`src/rtl/div_pkg.sv`:
```
// Shared definitions for the seq_div16 iterative divider.
// Holds the state encoding, datapath width and divide-by-zero quotient.
package div_pkg;

    localparam int DIV_WIDTH = 16;
    localparam logic [DIV_WIDTH-1:0] DIV0_QUOTIENT = 16'hFFFF;

    typedef enum logic [1:0] {
        IDLE,
        RUN,
        FIX,
        DONE
    } div_state_e;

endpackage

```
`src/rtl/sub16_cla.sv`:
```
// 16-bit subtractor S = A - B built on a two-level carry-lookahead adder.
// Cout=1 means no borrow, i.e. A >= B when both are read as unsigned.
module sub16_cla (
    input  logic [15:0] A,
    input  logic [15:0] B,
    output logic [15:0] S,
    output logic        Cout
);

    logic [15:0] bn;
    logic [15:0] g;
    logic [15:0] p;
    logic [16:0] c;
    logic [3:0]  gg;
    logic [3:0]  gp;
    logic [4:0]  gc;

    assign bn = ~B;
    assign g  = A & bn;
    assign p  = A ^ bn;

    // Group generate/propagate per nibble, then lookahead across the four groups with Cin=1.
    always_comb begin
        gg = '0;
        gp = '0;
        gc = '0;
        c  = '0;
        for (int i = 0; i < 4; i++) begin
            gg[i] = g[4*i+3]
                  | (p[4*i+3] & g[4*i+2])
                  | (p[4*i+3] & p[4*i+2] & g[4*i+1])
                  | (p[4*i+3] & p[4*i+2] & p[4*i+1] & g[4*i]);
            gp[i] = &p[4*i +: 4];
        end
        gc[0] = 1'b1;
        gc[1] = gg[0] | (gp[0] & gc[0]);
        gc[2] = gg[1] | (gp[1] & gg[0]) | (gp[1] & gp[0] & gc[0]);
        gc[3] = gg[2] | (gp[2] & gg[1]) | (gp[2] & gp[1] & gg[0])
              | (gp[2] & gp[1] & gp[0] & gc[0]);
        gc[4] = gg[3] | (gp[3] & gg[2]) | (gp[3] & gp[2] & gg[1])
              | (gp[3] & gp[2] & gp[1] & gg[0])
              | (gp[3] & gp[2] & gp[1] & gp[0] & gc[0]);
        for (int i = 0; i < 4; i++) begin
            c[4*i]   = gc[i];
            c[4*i+1] = g[4*i] | (p[4*i] & gc[i]);
            c[4*i+2] = g[4*i+1] | (p[4*i+1] & g[4*i]) | (p[4*i+1] & p[4*i] & gc[i]);
            c[4*i+3] = g[4*i+2] | (p[4*i+2] & g[4*i+1])
                     | (p[4*i+2] & p[4*i+1] & g[4*i])
                     | (p[4*i+2] & p[4*i+1] & p[4*i] & gc[i]);
        end
        c[16] = gc[4];
    end

    assign S    = p ^ c[15:0];
    assign Cout = c[16];

endmodule

```
`src/rtl/seq_div16.sv`:
```
// Iterative 16-bit restoring divider, one quotient bit per cycle over 16 cycles.
// Define DIV_SIGNED_EN to add the signed_op port and the FIX sign-correction state.
module seq_div16
    import div_pkg::*;
#(
    parameter int WIDTH = 16,
    parameter int ITERS = 16
) (
    input  logic             clk,
    input  logic             rst_n,
    input  logic             start,
    input  logic [WIDTH-1:0] dividend,
    input  logic [WIDTH-1:0] divisor,
`ifdef DIV_SIGNED_EN
    input  logic             signed_op,
`endif
    output logic             ready,
    output logic             done,
    output logic [WIDTH-1:0] quotient,
    output logic [WIDTH-1:0] remainder,
    output logic             div_zero
);

    div_state_e state, next_state;

    logic [DIV_WIDTH-1:0] d_q, q_q, r_q;
    logic [3:0]           cnt;
    logic                 div_zero_q;
    logic [DIV_WIDTH-1:0] shift;
    logic [DIV_WIDTH-1:0] sub_a, sub_b, sub_s;
    logic                 sub_cout;
    logic                 take;
    logic                 accept;
    logic                 last_iter;

`ifdef DIV_SIGNED_EN
    logic                 signed_q, q_neg, r_neg;
    logic [DIV_WIDTH-1:0] neg_b, neg_s;
    logic                 neg_cout;
`endif

    assign accept    = start && (state == IDLE);
    assign last_iter = (cnt == 4'(ITERS - 1));
    assign shift     = {r_q[14:0], q_q[15]};
    // R[15] set means the shifted remainder overflowed 16 bits, so it is certainly >= D.
    assign take      = r_q[15] | sub_cout;

    // The trial subtractor doubles as the dividend negator in IDLE and the quotient negator in FIX.
    always_comb begin
        sub_a = shift;
        sub_b = d_q;
`ifdef DIV_SIGNED_EN
        neg_b = r_q;
        if (state == IDLE) begin
            sub_a = '0;
            sub_b = dividend;
            neg_b = divisor;
        end else if (state == FIX) begin
            sub_a = '0;
            sub_b = q_q;
        end
`endif
    end

    sub16_cla u_sub (
        .A    (sub_a),
        .B    (sub_b),
        .S    (sub_s),
        .Cout (sub_cout)
    );

`ifdef DIV_SIGNED_EN
    sub16_cla u_neg (
        .A    ('0),
        .B    (neg_b),
        .S    (neg_s),
        .Cout (neg_cout)
    );
`endif

    always_ff @(posedge clk or negedge rst_n) begin
        if (!rst_n) state <= IDLE;
        else        state <= next_state;
    end

    always_comb begin
        next_state = state;
        case (state)
            IDLE: begin
                if (accept) next_state = (divisor == '0) ? DONE : RUN;
            end
            RUN: begin
                if (last_iter) begin
`ifdef DIV_SIGNED_EN
                    next_state = signed_q ? FIX : DONE;
`else
                    next_state = DONE;
`endif
                end
            end
            FIX:     next_state = DONE;
            DONE:    next_state = IDLE;
            default: next_state = IDLE;
        endcase
    end

    always_ff @(posedge clk or negedge rst_n) begin
        if (!rst_n) begin
            d_q        <= '0;
            q_q        <= '0;
            r_q        <= '0;
            cnt        <= '0;
            div_zero_q <= 1'b0;
`ifdef DIV_SIGNED_EN
            signed_q   <= 1'b0;
            q_neg      <= 1'b0;
            r_neg      <= 1'b0;
`endif
        end else begin
            case (state)
                IDLE: begin
                    if (accept) begin
                        cnt <= '0;
                        d_q <= divisor;
`ifdef DIV_SIGNED_EN
                        signed_q <= signed_op;
                        q_neg    <= signed_op & (dividend[15] ^ divisor[15]);
                        r_neg    <= signed_op & dividend[15];
`endif
                        if (divisor == '0) begin
                            q_q        <= DIV0_QUOTIENT;
                            r_q        <= dividend;
                            div_zero_q <= 1'b1;
                        end else begin
                            q_q        <= dividend;
                            r_q        <= '0;
                            div_zero_q <= 1'b0;
`ifdef DIV_SIGNED_EN
                            if (signed_op) begin
                                q_q <= dividend[15] ? sub_s : dividend;
                                d_q <= divisor[15] ? neg_s : divisor;
                            end
`endif
                        end
                    end
                end
                RUN: begin
                    r_q <= take ? sub_s : shift;
                    q_q <= {q_q[14:0], take};
                    cnt <= cnt + 4'd1;
                end
                FIX: begin
`ifdef DIV_SIGNED_EN
                    if (q_neg) q_q <= sub_s;
                    if (r_neg) r_q <= neg_s;
`endif
                end
                default: begin
                end
            endcase
        end
    end

    assign ready     = (state == IDLE);
    assign done      = (state == DONE);
    assign quotient  = q_q;
    assign remainder = r_q;
    assign div_zero  = div_zero_q;

endmodule

```
`config.mk`:
```
export PLATFORM = sky130hd
export DESIGN_NAME = seq_div16
export DESIGN_NICKNAME = d
export VERILOG_FILES = /design/src/rtl/div_pkg.sv /design/src/rtl/sub16_cla.sv /design/src/rtl/seq_div16.sv
export SDC_FILE = /design/constraint.sdc
export NUM_CORES = 1
export LEC_CHECK = 0
export CAP_MARGIN = 15
export CORE_UTILIZATION = 45
export CTS_BUF_LIST = sky130_fd_sc_hd__clkbuf_4 sky130_fd_sc_hd__clkbuf_8 sky130_fd_sc_hd__clkbuf_16
export CTS_CLUSTER_DIAMETER = 40
export DETAILED_ROUTE_END_ITERATION = 10
export GPL_TIMING_DRIVEN = 0
export PLACE_DENSITY = 0.71
export SYNTH_ARGS = -nofsm -noshare
export SYNTH_HDL_FRONTEND = slang
export SYNTH_SLANG_ARGS = --single-unit
```
`constraint.sdc`:
```
create_clock -name clk -period 3.9 [get_ports clk]
set_clock_uncertainty 0.1 [all_clocks]
set_input_delay 0.78 -clock clk [delete_from_list [all_inputs] [get_ports clk]]
set_output_delay 0.78 -clock clk [all_outputs]
set_load 0.05 [all_outputs]
```
==> run summary <==
status: finished, final reports clean
IO Pins: 70
ranking of synthesized cells by instance count: 55 x dfrtp_1, 39 x nand2_1, 31 x o21ai_0
post-CTS setup buffer count: 0
Die ar.: 0.00827 mm2
cell taking the most area after synthesis: dfrtp_1
register-to-register setup slack: 0.97 ns
Async SR Flop Fraction: 100%
Routed Antenna Nets: 0
IO buf count: 68
met2 usage: 37.5%
RR Endpoint: remainder[12]
grt met1 use: 32.9%
Seq cells post-synth: 55
Post-synth EDFFs: 0
met3 track utilization from global routing: 5.11%
HPWL Detailed: 7.34 mm
Final setup viols: 0
cts bufs inserted: 5
Critical Path Source Type: flip-flop
Die Ht: 90.9 um
clk buf depth: 2
crit end category: flip-flop
Hold Path Class: reg2reg
Syn-to-layout area delta: 26.6%
Post-Syn Area: 0.00356 mm2
routability cong.: 0.924
# rows: 32
critical path data arrival time: 3.09 ns
n_diodes: 0
Hold Buf Count CTS: 0
count leader, synth: dfrtp_1
final period utilization: 75.2%
DR pass1 iterations: 5
first-pass GRT wire length: 15.4 mm
Final Hold Viols: 0
setup slack after layout: 0.969 ns
wire per inst: 16.9 um
Critical Path Fanout Max: 5
Synth warnings: 0
Seq/Total Area, Yosys: 38.7%
Vias/cell: 5.56
share of cells above drive strength 1: 9.29%
worst setup path class: reg2reg
Worst R2R Start: quotient[15]
initial DRC count: 292
vias in the first global route: 2983
GRT busiest layer: met2
Net Count, Synth: 446
Synth Flop Type: dfrtp_1
Clk Latency, worst-skew pair: 0.32 ns
max_cap viols: 0
Global Route Usage Sum: 24.2%
CTS root buf: clkbuf_8
FILL cells: 729
synth top area cells: dfrtp_1 39%, ha_1 7.7%, mux2_2 6.3%
Slew headroom: 43.6%
syn_area_per_cell: 9.22 um2
last element of the critical path: remainder[12]
post-cts resize count: 0
f_max: 0.341 GHz
RSZ-0062 raised after global routing: false
CP required: 4.06 ns
largest net degree at the start of global routing: 36
minimum clock period: 2.93 ns
Yosys top cell area share: 38.7%
grt ovf: 0
Cell variety after synth: 52
antenna violations before repair: 0
CTS tree: yes
Worst-Margin Slew: 0.845 ns
area of the core: 0.00769 mm2
TritonCTS Sinks: 55
Critical Path Start: quotient[15]
area occupied by multi-input gates: 0.00200 mm2
Die X: 90.9 um
Cells after Synth: 386
utilization after layout: 58.6%
drt total wl: 9.54 mm
htree depth: 2
Reg area: 0.00138 mm2
Starting Density: 46.3%
total negative slack: 0 ns
Final Max Slew Viols: 0
Post-Place Setup Slack: 0.758 ns
via count: 3142
reg2reg path depth: 11
fin nets: 522
Reg clk slew, reported paths: 0.10 ns
drc violations: 0
worst max-delay path, cell delays in order (launching register included):
cell	delay [ns]
dfrtp_1	0.41
inv_1	0.09
ha_1	0.33
o21ai_0	0.34
a22oi_4	0.16
a22oi_4	0.23
nor2_1	0.06
nor2_1	0.14
fa_1	0.44
nand2b_1	0.17
mux2_4	0.27
a21oi_2	0.12
state kept, by name (all words and copies together) (netlist names):
register	count
cnt	4
d_q	16
div_zero	1
quotient	16
remainder	16
state	2
through the flow:
stage	hold WS (ns)	instances	instance area [um2]
3_3_place_gp	0.389	556	4370
5_1_grt	0.434	565	4510
4_1_cts	0.417	565	4510
3_5_place_dp	0.395	557	4390
6_report	0.409	565	4510
2_1_floorplan	0.379	386	3560
layout by cell type, fill, tap and decap left out, types with 4 or more instances in the layout:
cell,Yosys,final
xnor2_1,7,7
nor2b_1,5,5
or3_1,8,8
nand2_1,39,39
ha_1,22,22
dfrtp_1,55,55
nor2_1,27,27
inv_1,25,25
a21oi_1,27,27
clkbuf_1,16,16
nor3_1,5,5
clkbuf_8,0,6
nand3_1,12,12
nand2b_1,5,5
nor4_1,4,4
clkdlybuf4s50_1,0,67
a31oi_1,11,11
mux2i_1,15,15
mux2_2,20,20
or2_1,7,7
o21ai_0,31,31
layer usage:
layer  share of wire (%)  vias up  wire length [um]
li1                    -     1508                 -
met1                  43     1496              4100
met2                  47      117              4500
met3                 6.8       21               651
met4                 3.0        0               283
met5                   0        -                 0
worst min path at each step:
stage	start	end	slack (ns)	cells after the start
6_report	quotient[3]	quotient[3]	0.41	2
5_1_grt	d_q[9]	d_q[9]	0.43	1
4_1_cts	quotient[5]	quotient[5]	0.42	2
3_5_place_dp	quotient[5]	quotient[5]	0.39	2
3_3_place_gp	d_q[14]	d_q[14]	0.39	1
2_1_floorplan	rst_n	cnt[0]	0.38	0
layout make-up:
class	count	area share [%]
Multi-Input combinational cell	286	44.4
Sequential cell	55	30.5
Timing Repair Buffer	69	15.6
Tap cell	102	2.83
Inverter	25	2.08
Buffer	20	1.97
Clock buffer	6	1.83
Clock inverter	2	0.777
cells by family after synthesis:
| kind of cell | after synthesis | synth area share [%] |
|---|---|---|
| mux | 36 | 11.0 |
| compound gates | 94 | 16.8 |
| flops | 55 | 38.7 |
| buf+inv | 45 | 5.13 |
| fa+ha+maj | 25 | 9.42 |
| xor+xnor | 10 | 2.46 |
| simple gates | 121 | 16.5 |
Power is not shown: default switching activity piles up to over one toggle a cycle in this logic, so the estimate is an artifact.
